$ cat config.mk
export PLATFORM = sky130hd
export DESIGN_NAME = stream_sync_fifo_flat
export DESIGN_NICKNAME = d
export VERILOG_FILES = /design/src/rtl/stream_sync_fifo_if.sv /design/src/rtl/stream_sync_fifo.sv /design/src/flat_wrapper.sv
export SDC_FILE = /design/constraint.sdc
export NUM_CORES = 1
export LEC_CHECK = 0
export CORE_MARGIN = 5
export CORE_UTILIZATION = 53
export CTS_CLUSTER_DIAMETER = 40
export DETAILED_ROUTE_END_ITERATION = 7
export HOLD_SLACK_MARGIN = 0.03
export PLACE_DENSITY = 0.78
export SLEW_MARGIN = 20
export SYNTH_ARGS = -nofsm -noshare
export SYNTH_HDL_FRONTEND = slang
export SYNTH_SLANG_ARGS = --single-unit
$ cat constraint.sdc
create_clock -name clk -period 3.5 [get_ports clk]
set_input_delay 0.7 -clock clk [delete_from_list [all_inputs] [get_ports clk]]
set_output_delay 0.7 -clock clk [all_outputs]
set_load 0.01 [all_outputs]
$ cat src/rtl/stream_sync_fifo_if.sv
// rtl/stream_sync_fifo_if.sv - valid/ready/data stream bundle
interface stream_sync_fifo_if #(
  parameter int DATA_W = 8
) ();
  logic              valid;
  logic [DATA_W-1:0] data;
  logic              ready;

  modport master (
    output valid,
    output data,
    input  ready
  );

  modport slave (
    input  valid,
    input  data,
    output ready
  );
endinterface

$ cat src/rtl/stream_sync_fifo.sv
// rtl/stream_sync_fifo.sv - single-clock FWFT stream FIFO with level, flags, high-water mark and flush
module stream_sync_fifo #(
  parameter int DATA_W    = 8,
  parameter int DEPTH     = 16,
  parameter int AF_MARGIN = 2,
  parameter int AE_MARGIN = 2
) (
  input  logic                     clk,
  input  logic                     rst,
  input  logic                     flush,
  stream_sync_fifo_if.slave        s,
  stream_sync_fifo_if.master       m,
  output logic [$clog2(DEPTH):0]   level,
  output logic                     almost_full,
  output logic                     almost_empty,
  output logic [$clog2(DEPTH):0]   hwm
);

  localparam int AW = $clog2(DEPTH);
  localparam int LW = AW + 1;

  localparam logic [LW-1:0] LVL_FULL = LW'(DEPTH);
  localparam logic [LW-1:0] LVL_AF   = LW'(DEPTH - AF_MARGIN);
  localparam logic [LW-1:0] LVL_AE   = LW'(AE_MARGIN);

  logic [DATA_W-1:0] mem [DEPTH];
  logic [AW-1:0]     wr_ptr;
  logic [AW-1:0]     rd_ptr;
  logic [LW-1:0]     level_q;
  logic [LW-1:0]     hwm_q;
  logic [LW-1:0]     level_nxt;
  logic              push;
  logic              pop;

  // Handshake outputs come only from registered level: no s_valid->s_ready
  // or m_ready->m_valid path, and no pass-through when full.
  assign s.ready = (level_q != LVL_FULL);
  assign m.valid = (level_q != '0);
  assign m.data  = mem[rd_ptr];

  assign push = s.valid & s.ready;
  assign pop  = m.valid & m.ready;

  always_comb begin
    level_nxt = level_q;
    case ({push, pop})
      2'b10:   level_nxt = level_q + LW'(1);
      2'b01:   level_nxt = level_q - LW'(1);
      default: level_nxt = level_q;
    endcase
  end

  always_ff @(posedge clk) begin
    if (rst) begin
      wr_ptr  <= '0;
      rd_ptr  <= '0;
      level_q <= '0;
      hwm_q   <= '0;
    end else if (flush) begin
      wr_ptr  <= '0;
      rd_ptr  <= '0;
      level_q <= '0;
      hwm_q   <= '0;
    end else begin
      if (push) begin
        wr_ptr <= wr_ptr + AW'(1);
      end
      if (pop) begin
        rd_ptr <= rd_ptr + AW'(1);
      end
      level_q <= level_nxt;
      hwm_q   <= (level_nxt > hwm_q) ? level_nxt : hwm_q;
    end
  end

  // Storage is deliberately left uncleared by rst/flush; only pointers reset.
  always_ff @(posedge clk) begin
    if (!rst && !flush && push) begin
      mem[wr_ptr] <= s.data;
    end
  end

  assign level        = level_q;
  assign hwm          = hwm_q;
  assign almost_full  = (level_q >= LVL_AF);
  assign almost_empty = (level_q <= LVL_AE);

  a_s_valid_known: assert property (@(posedge clk) disable iff (rst) !$isunknown(s.valid));
  a_m_ready_known: assert property (@(posedge clk) disable iff (rst) !$isunknown(m.ready));
  a_level_range:   assert property (@(posedge clk) disable iff (rst) level_q <= LVL_FULL);
  a_hwm_bound:     assert property (@(posedge clk) disable iff (rst) hwm_q >= level_q);

endmodule

$ cat src/flat_wrapper.sv
// flat-port wrapper written by rule: the top's interface ports become plain ports
module stream_sync_fifo_flat 
#(
  parameter int DATA_W    = 8,
  parameter int DEPTH     = 16,
  parameter int AF_MARGIN = 2,
  parameter int AE_MARGIN = 2
)
  (clk, rst, flush, level, almost_full, almost_empty, hwm, s_valid, s_data, s_ready, m_valid, m_data, m_ready);
  stream_sync_fifo_if #(.DATA_W(DATA_W)) s_i ();
  stream_sync_fifo_if #(.DATA_W(DATA_W)) m_i ();
  input  logic clk;
  input  logic rst;
  input  logic flush;
  output logic [$clog2(DEPTH):0] level;
  output logic almost_full;
  output logic almost_empty;
  output logic [$clog2(DEPTH):0] hwm;
  input wire logic [$bits(s_i.valid)-1:0] s_valid;
  input wire logic [$bits(s_i.data)-1:0] s_data;
  output wire logic [$bits(s_i.ready)-1:0] s_ready;
  output wire logic [$bits(m_i.valid)-1:0] m_valid;
  output wire logic [$bits(m_i.data)-1:0] m_data;
  input wire logic [$bits(m_i.ready)-1:0] m_ready;
  assign s_i.valid = s_valid;
  assign s_i.data = s_data;
  assign s_ready = s_i.ready;
  assign m_valid = m_i.valid;
  assign m_data = m_i.data;
  assign m_i.ready = m_ready;
  stream_sync_fifo #(.DATA_W(DATA_W), .DEPTH(DEPTH), .AF_MARGIN(AF_MARGIN), .AE_MARGIN(AE_MARGIN)) u_core (.clk(clk), .rst(rst), .flush(flush), .s(s_i), .m(m_i), .level(level), .almost_full(almost_full), .almost_empty(almost_empty), .hwm(hwm));
endmodule
# Word level (Yosys, flattened, before mapping)

Memory sizes are Yosys's and may differ from the RTL's. A register that Yosys moved wholly into a read port is not among the register bits.
Index checks and enable logic that the tools add are counted.

Flip-flop bits (word level): 18
Bits in writable memories: 128
Output and inout bits: 22
Word-level logic and storage cells: 28
Memories kept: 1

Memory list:

| name       | depth | bits a word | rd ports | clocked after memory_dff | write ports | RTL line               | text |
|---|---|---|---|---|---|---|---|
| u_core.mem | 16    | 8           | 1        | 1                        | 1           | stream_sync_fifo.sv:26 | `logic [DATA_W-1:0] mem [DEPTH];` |

Add/subtract/negate cells: 4
Order comparisons: 3
Eq/ne operators: 3
Mux-type cells: 5
Bitwise gates (word level): 2
Reductions and logical operators: 6

Operator list:

| cell                                                               | number |
|---|---|
| case mux 5 bit (2 select lines)                                    | 1 |
| adder 4 x 1 -> 4 bit (second input constant)                       | 2 |
| 2-to-1 mux 4 bit                                                   | 2 |
| adder 5 x 1 -> 5 bit (second input constant)                       | 1 |
| greater-or-equal comparator 5 x 4 -> 1 bit (second input constant) | 1 |
| greater-than comparator 5 bit                                      | 1 |
| less-or-equal comparator 5 x 2 -> 1 bit (second input constant)    | 1 |
| != test 5 bit (second input constant)                              | 1 |
| nonzero test 5 bit                                                 | 1 |
| subtractor 5 x 1 -> 5 bit (second input constant)                  | 1 |
| AND 1 bit                                                          | 2 |
| == test 2 x 1 -> 1 bit (second input constant)                     | 1 |
| == test 2 bit (second input constant)                              | 1 |
| logical AND 1 bit                                                  | 2 |
| logical NOT 1 bit                                                  | 2 |
| 2-to-1 mux 1 bit                                                   | 2 |
| OR reduction 2 bit                                                 | 1 |

# Logic depth before layout (Yosys ltp)

Gate-level depths: netlist of run 1.

Depth after elaboration: 5
Mapped depth: 15
Gate-level depth less buffers: 14

# Least setup slack after synthesis of run 1

Ideal clock, no wire load.

Path type: flip-flop to flip-flop
Start: reg u_core.level_q[1] (netlist: u_core.level[1])
End: reg u_core.hwm_q[0] (netlist: u_core.hwm[0])
Library setup time: 0.115 ns
Arrival time: 3.784 ns
Path slack: -0.399 ns
Stages on the path, launching flop included: 15
Clock period less this slack: 3.899 ns
Cell sequence: dfxtp_1 or4_1 o21ai_2 inv_1 ha_1 ha_1 nor4b_1 a211oi_1 a211oi_1 inv_1 ha_1 nand4_1 o221ai_1 nand2_1 a31o_1

Longest elaborated chain between the ends: 5
Elaborated cells on any way between the ends: 10
Classes of those cells: add/sub (2); order compare (1); eq/ne (3); mux (1); bitwise (2); reduce/logical (1)

Ends and longest elaborated chain:

| element                                                 | RTL line                                       | text |
|---|---|---|
| from (decl)                                             | stream_sync_fifo.sv:29                         | `logic [LW-1:0] level_q;` |
| from (signal assigned)                                  | stream_sync_fifo.sv:71                         | `level_q <= level_nxt;` |
| != test 5 bit or nonzero test 5 bit (tied branches)     | stream_sync_fifo.sv:37, stream_sync_fifo.sv:38 |  |
| AND 1 bit (on tied branches)                            | stream_sync_fifo.sv:41, stream_sync_fifo.sv:42 |  |
| == test 2 x 1 -> 1 bit or == test 2 bit (tied branches) | stream_sync_fifo.sv:46                         | `case ({push, pop})` |
| case mux 5 bit (2 select lines) (*)                     | stream_sync_fifo.sv:46                         |  |
| named net u_core.level_nxt[4]                           | stream_sync_fifo.sv:31                         | `logic [LW-1:0] level_nxt;` |
| greater-than comparator 5 bit (*)                       | stream_sync_fifo.sv:72                         | `hwm_q <= (level_nxt > hwm_q) ? level_nxt : hwm_q;` |
| to (signal assigned)                                    | stream_sync_fifo.sv:72                         |  |
| to (decl)                                               | stream_sync_fifo.sv:30                         | `logic [LW-1:0] hwm_q;` |

The timed path passes the listed nets; every way through them passes the cells marked *.
A chain may end at the register's enable or synchronous reset.

# Worst setup path in the final report of run 1

Start: reg u_core.level_q[2] (netlist: u_core.level[2])
End: reg u_core.hwm_q[0] (netlist: u_core.hwm[0])

The elaborated chain is that of the path after synthesis.

==> metrics.md, run 1 <==
| Metric | Value |
|---|---|
| Status | finished with violations |
| Violated checks | setup timing |
| Layout cells sized above 1 | 24.5% |
| WS Path Type | reg2reg |
| PortBufs | 34 |
| Utilization after layout | 66.8% |
| WL/cell | approximately 23 µm |
| PwrDens | 529 mW/mm² |
| CP Launch Type | flip-flop |
| Max-slew violations | 0 |
| Post-route ant nets | 0 |
| Largest net degree at the start of global routing | 33 |
| Final instance area | 0.00770 mm² |
| CTS buffer count | 17 |
| Routability cong. | 0.810 |
| # hold bufs at CTS | 0 |
| Clock-pin slew on the worst setup and hold paths | 0.06 ns |
| Static leakage | 2.66 nW |
| Post-synth top flop | edfxtp_1 |
| Relative slew slack | 55.1% |
| Worst setup EP type | flip-flop |
| RR Startpoint | u_core.level[2] |
| DIE WIDTH | 119 µm |
| Crit Reg-Reg Endpoint | u_core.hwm[0] |
| Hold EP | u_core.hwm[2] |
| Fin worst setup slack | -0.0669 ns |
| Rows | 39 |
| Hold Vio Cnt, Final | 0 |
| CP Max Fanout | 6 |
| DP HPWL | 8290 µm |
| Max-cap violation count | 0 |
| Placed Instance Area | 0.00704 mm² |
| Initial antenna violation count | 0 |
| VDD IR max | 0.359 mV |
| Filler cells | 759 |
| Area Growth Syn to Fin | 23.1% |
| DP Worst Slack | -0.481 ns |
| Post-Syn Area | 0.00625 mm² |
| Worst R2R Path Depth | 14 |
| Least-Margin Pin Slew | 0.673 ns |
| # setup viols final | 2 |
| DRC | 0 |
| Diodes inserted | 0 |
| Total power | 4.07 mW |
| Vias in the first global route | 3518 |
| FMAX | 0.280 GHz |
| Non-Filler Instances | 572 |
| Clock skew | between 0.006 and 0.007 ns |
| CTS tree | done |
| Synth cell types | 46 |
| Nets@finish | 444 |
| Register area share after synthesis | 68.5% |
| Worst hold path class | reg2reg |
| Worst Hold Slack | 0.494 ns |
| Net count after synthesis | 365 |
| Tcrit/Tclk final | 102% |
| Vias per Instance | 5.87 |
| Ys Warns | 0 |
| Cell count after synthesis | 337 |
| Min-Delay Startpoint | u_core.hwm[2] |
| Worst EP arrival | between 3 and 4 ns |
| First-pass DRT Iterations | 4 |
| Later-pin clock latency in the skew report | 0.42 ns |
| Final wirelength | about 13000 µm |
| Synth Area per Inst | 18.6 µm² |
| CTS root buffer | clkbuf_16 |
| Placed Instances | 537 |
| Area of the multi-input gates | 0.00193 mm² |
| Setup TNS | -0.0835 ns |
| CP required | 3.80 ns |
| Chip Height | 119 µm |
| Register area | 0.00429 mm² |
| RSZ-0062 raised after global routing | true |
| Die Area | 0.0141 mm² |
| Core ar. | between 0.01 and 0.015 mm² |
| Hold-critical path depth | 2 |
| Post-layout min period | 3.57 ns |
| IO Pins | 35 |
| H-Tree Depth | 4 |
| Initial DRC count | 285 |
| First-pass GRT wire length | about 20000 µm |
| Sink Count | 150 |
| #FFs+latches synth | 150 |
| Ys async rst share | 0% |
| GRT overflow | 0 |
| Number of synthesized flops with an enable pin | 128 |
| Vias | 3356 |
| CTS Buffer Depth | 2 |
| Initial Utilization | 54.3% |
| Flop-to-flop setup slack | -0.07 ns |
| Total GRT Usage | 19.3% |
==> logic make-up (layout without fill, tap and decap cells) <==
| group | Yosys count | count (layout) | synth area share (%) |
|---|---|---|---|
| buffers and inverters | 27 | 119 | 2.38 |
| DFF | 150 | 150 | 68.5 |
| xor gates and xnor gates | 7 | 7 | 0.980 |
| muxes | 47 | 47 | 17.0 |
| AOI/OAI and AO/OA | 24 | 24 | 2.86 |
| adders and majority gates | 15 | 15 | 3.12 |
| and+or+nand+nor | 67 | 67 | 5.14 |
==> routing by layer <==
metal	GRT usage, %	up-vias	routed length, µm
li1	-	1529	-
met1	25.8	1678	5200
met2	30.5	130	6660
met3	4.78	19	936
met4	8.11	0	204
met5	0	-	0
==> how the worst max path moves through the flow <==
stage / cells past startpoint / from / end
floorplan: 12 / s_valid / u_core.hwm[0]
global placement: 13 / s_valid / u_core.hwm[0]
detailed placement: 14 / s_valid / u_core.hwm[0]
CTS: 13 / u_core.level[1] / u_core.hwm[0]
global route: 14 / u_core.level[2] / u_core.hwm[0]
finish: 14 / u_core.level[2] / u_core.hwm[0]
==> synth_stat cells (all sizes together), types with 2 or more instances <==
library cell,n,area [µm²]
nor2,30,113
inv,14,52.6
clkbuf,4,15.0
dfxtp,22,440
o211ai,3,27.5
a2111oi,2,17.5
mux2i,5,50.1
mux4,40,991
a31o,2,17.5
a21oi,4,20.0
xnor2,2,17.5
o21a,2,15.0
xor2,5,43.8
and3,4,25.0
nand2,12,45.0
a211oi,3,22.5
or2,3,18.8
edfxtp,128,3840
ha,14,175
buf,9,81.3
nand3,4,20.0
mux2,2,22.5
o21ai,4,23.8
nor4b,2,17.5
nor3b,5,37.5
==> cells in the final DEF (no fill, tap or decap), drive strengths merged, types with 7 or more instances in the layout <==
cell	Yosys	layout
buf	9	38
clkbuf	4	18
clkdlybuf4s50	0	34
clkinv	0	7
dfxtp	22	22
edfxtp	128	128
ha	14	14
inv	14	14
mux4	40	40
nand2	12	12
nor2	30	30
==> power breakdown <==
group          internal [mW]  total [mW]  switching, mW
registers               1.95        1.96         0.0109
clock network           1.11        1.79          0.681
logic                  0.151       0.313          0.161
total                   3.22        4.07          0.853
==> registers in the layout, summed over array words and instances, names as in the netlist, named ones only <==
name and count:
u_core.level 5, u_core.mem 128, u_core.hwm 5, u_core.rd_ptr 4, u_core.wr_ptr 4
==> critical path, cell delays in order (launching register included) <==
cell	delay (ns)
dfxtp_2	0.33
or4_4	0.56
o21ai_4	0.15
inv_2	0.06
ha_4	0.20
fa_2	0.40
a21oi_2	0.18
mux2i_1	0.10
a211oi_2	0.28
inv_1	0.12
ha_4	0.28
nand4_1	0.11
o221ai_2	0.29
nand2_2	0.15
a31o_1	0.25
==> repair_timing <==
item | in CTS | in global routing
gates resized for setup | 2 | 5
hold endpoints to repair | 0 | 0
pin swaps | 2 | 11
setup buffers | 1 | 2
endpoints found under the setup margin | 4 | 5
==> cell type report <==
type,instances,share of cell area (%)
flip-flops and latches,150,55.7
clock inverters,14,2.08
repair buffers,73,8.62
clock buffers,18,5.58
well taps,143,2.32
inverters,14,0.683
multi-input cells,160,25.0
(Power assumes the default switching activity.)
==> run 2, diff against run 1 <==
- CTS_CLUSTER_DIAMETER: 40 -> unset
- REMOVE_ABC_BUFFERS: unset -> 1
==> run 2 against run 1 <==
Compared with the run above:
- the run still ends with setup timing left
- worst setup slack got worse by 0.075 ns
- via count grew 1.5%
- sequential power about the same
- count of clock-buffer cells in the layout increased by 1
- sequential share of layout area is 0.51 points lower
- final area increased by 0.89%
- power is 1.3% higher
- die area unchanged
- highest routed layer unchanged
==> metrics.md, run 2 (same netlist as run 1, synthesis figures left out) <==
| Metric | Value |
|---|---|
| Status | finished with violations (unchanged) |
| Violated checks | setup timing (unchanged) |
| Final wirelength | 13000 µm (about the same) |
| Worst setup EP type | flip-flop (unchanged) |
| Clock-pin slew on the worst setup and hold paths | 0.06 ns (about the same) |
| Area of the multi-input gates | 0.00199 mm² (was 0.00193 mm²) |
| Worst EP arrival | 3.95 ns (was 3.87 ns) |
| Filler cells | 737 (was 759) |
| # hold bufs at CTS | 0 (unchanged) |
| Initial DRC count | 291 (was 285) |
| Max-slew violations | 0 (unchanged) |
| PwrDens | 531 mW/mm² (was 529 mW/mm²) |
| CP Launch Type | flip-flop (unchanged) |
| Post-route ant nets | 0 (unchanged) |
| Static leakage | 2.66 nW (about the same) |
| Clock power share | 43.5% (was 44.1%) |
| First-pass GRT wire length | 20100 µm (was 20000 µm) |
| DIE WIDTH | 119 µm (unchanged) |
| First-pass DRT Iterations | 5 (was 4) |
| P_sw | 0.870 mW (was 0.853 mW) |
| WS Path Type | reg2reg (unchanged) |
| Most frequent cells in the layout | edfxtp_1, buf_4, clkdlybuf4s50_1, nor2_1, mux4_1 (unchanged) |
| Fin worst setup slack | -0.142 ns (was -0.0669 ns) |
| Diodes inserted | 0 (unchanged) |
| Largest reg by FF count | u_core.mem (unchanged) |
| Initial Utilization | 54.3% (unchanged) |
| Post-layout min period | 3.64 ns (was 3.57 ns) |
| Relative slew slack | 49.9% (was 55.1%) |
| DP HPWL | 7880 µm (was 8290 µm) |
| CP required | 3.81 ns (was 3.80 ns) |
| Non-Filler Instances | 574 (was 572) |
| CTS tree | done (unchanged) |
| CTS root buffer | clkbuf_16 (unchanged) |
| Routability cong. | 0.865 (was 0.810) |
| Hold Vio Cnt, Final | 0 (unchanged) |
| Switch share | 21.1% (was 21.0%) |
| IO Pins | 35 (unchanged) |
| Sequential Power Share | 47.6% (was 48.2%) |
| Layout cells sized above 1 | 26.9% (was 24.5%) |
| Largest net degree at the start of global routing | 33 (unchanged) |
| Pint | 3.25 mW (was 3.22 mW) |
| Register area | 0.00429 mm² (about the same) |
| Vias | 3407 (was 3356) |
| Rows | 39 (unchanged) |
| # setup viols final | 5 (was 2) |
| RSZ-0062 raised after global routing | true (unchanged) |
| Combinational share of power | 8.9% (was 7.7%) |
| Area Growth Syn to Fin | 24.2% (was 23.1%) |
| Initial antenna violation count | 0 (unchanged) |
| GRT overflow | 0 (unchanged) |
| CP Max Fanout | 6 (unchanged) |
| VDD IR max | 0.349 mV (was 0.359 mV) |
| Die Area | 0.0141 mm² (unchanged) |
| Tcrit/Tclk final | 104% (was 102%) |
| Vias per Instance | 5.94 (was 5.87) |
| Sink Count | 150 (unchanged) |
| Clock skew | 0.00639 ns (was 0.00633 ns) |
| Core ar. | 0.0115 mm² (unchanged) |
| Total GRT Usage | 19.4% (was 19.3%) |
| Worst hold path class | reg2reg (unchanged) |
| WL/cell | 22.6 µm (was 22.7 µm) |
| Least-Margin Pin Slew | 0.751 ns (was 0.673 ns) |
| Later-pin clock latency in the skew report | 0.42 ns (about the same) |
| H-Tree Depth | 4 (unchanged) |
| Placed Instances | 540 (was 537) |
| CTS buffer count | 17 (unchanged) |
| PortBufs | 34 (unchanged) |
| Max-cap violation count | 0 (unchanged) |
| Max reg flops | 128 (unchanged) |
| Setup TNS | -0.469 ns (was -0.0835 ns) |
| Chip Height | 119 µm (unchanged) |
| Vias in the first global route | 3446 (was 3518) |
| Nets@finish | 447 (was 444) |
| FMAX | 0.275 GHz (was 0.280 GHz) |
| CTS Buffer Depth | 2 (unchanged) |
| DRC | 0 (unchanged) |
| Most common cell after layout, fill and taps aside | edfxtp_1 (unchanged) |
==> run 2: cell types whose count changed in the layout (fill, tap and decap cells not counted), sizes merged <==
cell	before	now
buf	38	42
clkinv	7	4
inv	14	16
clkbuf	18	19
clkinvlp	4	3
dlymetal6s2s	1	0
==> run 2: routing by layer <==
layer,GRT usage (%),share of wire (%)
met2,30.9,51
met1,25.8,41
met4,7.75,2.0
met3,4.82,6.1
met5,0,0
==> run 2: cell type report <==
| type | instances | share of cell area (%) |
|---|---|---|
| Clock buffer | 19 | 5.57 |
| Clock inverter | 12 | 1.97 |
| Inverter | 14 | 0.677 |
| Multi-Input combinational cell | 160 | 25.7 |
| Sequential cell | 150 | 55.2 |
| Tap cell | 143 | 2.30 |
| Timing Repair Buffer | 76 | 8.60 |
==> run 2: final timing paths <==
| path | depth (start not counted) | startpoint | slack (ns) | end |
|---|---|---|---|---|
| setup / recovery | 13 | u_core.level[1] | -0.14 | u_core.hwm[0] |
| hold / removal | 2 | u_core.hwm[3] | 0.50 | u_core.hwm[3] |
| setup reg to reg | 13 | u_core.level[1] | -0.14 | u_core.hwm[0] |
| hold reg to reg | 2 | u_core.hwm[3] | 0.50 | u_core.hwm[3] |
==> run 2: power by group through the flow <==
| stage | Combinational, mW | Clock, mW | Sequential [mW] |
|---|---|---|---|
| after floorplan | 0.140 | 0 | 2.01 |
| after global placement | 0.267 | 0 | 2.00 |
| after detailed placement | 0.280 | 0 | 2.00 |
| after CTS | 0.324 | 1.82 | 1.96 |
| after global routing | 0.399 | 1.90 | 1.96 |
| final | 0.367 | 1.79 | 1.96 |
==> run 2: what timing repair did <==
action | CTS | global route
endpoints found under the setup margin | 5 | 5
setup buffers | 2 | 1
pin swaps | 4 | 11
resized for setup | 19 | 14
==> run 2: stage by stage <==
| stage | hold WS (ns) | power, mW | util [%] | setup slack (ns) | area [µm²] |
|---|---|---|---|---|---|
| floorplan | 0.495 | 2.15 | - | -0.399 | 6160 |
| global placement | 0.478 | 2.26 | 60.6 | -0.635 | 6980 |
| detailed placement | 0.491 | 2.28 | 60.6 | -0.804 | 6980 |
| CTS | 0.497 | 4.10 | 66.7 | 0.00256 | 7680 |
| global route | 0.534 | 4.27 | 67.4 | -0.243 | 7770 |
| finish | 0.497 | 4.12 | 67.4 | -0.142 | 7770 |
==> run 2: worst max-delay path: stages (launching register included) <==
cell and delay [ns]:
dfxtp_2 0.32, or4_4 0.57, o21ai_4 0.19, inv_2 0.06
ha_4 0.19, ha_1 0.29, a21oi_2 0.21, mux2_4 0.33
or2_4 0.24, ha_4 0.28, nand4_1 0.17, or2_4 0.33
and3_4 0.18, a31o_1 0.17
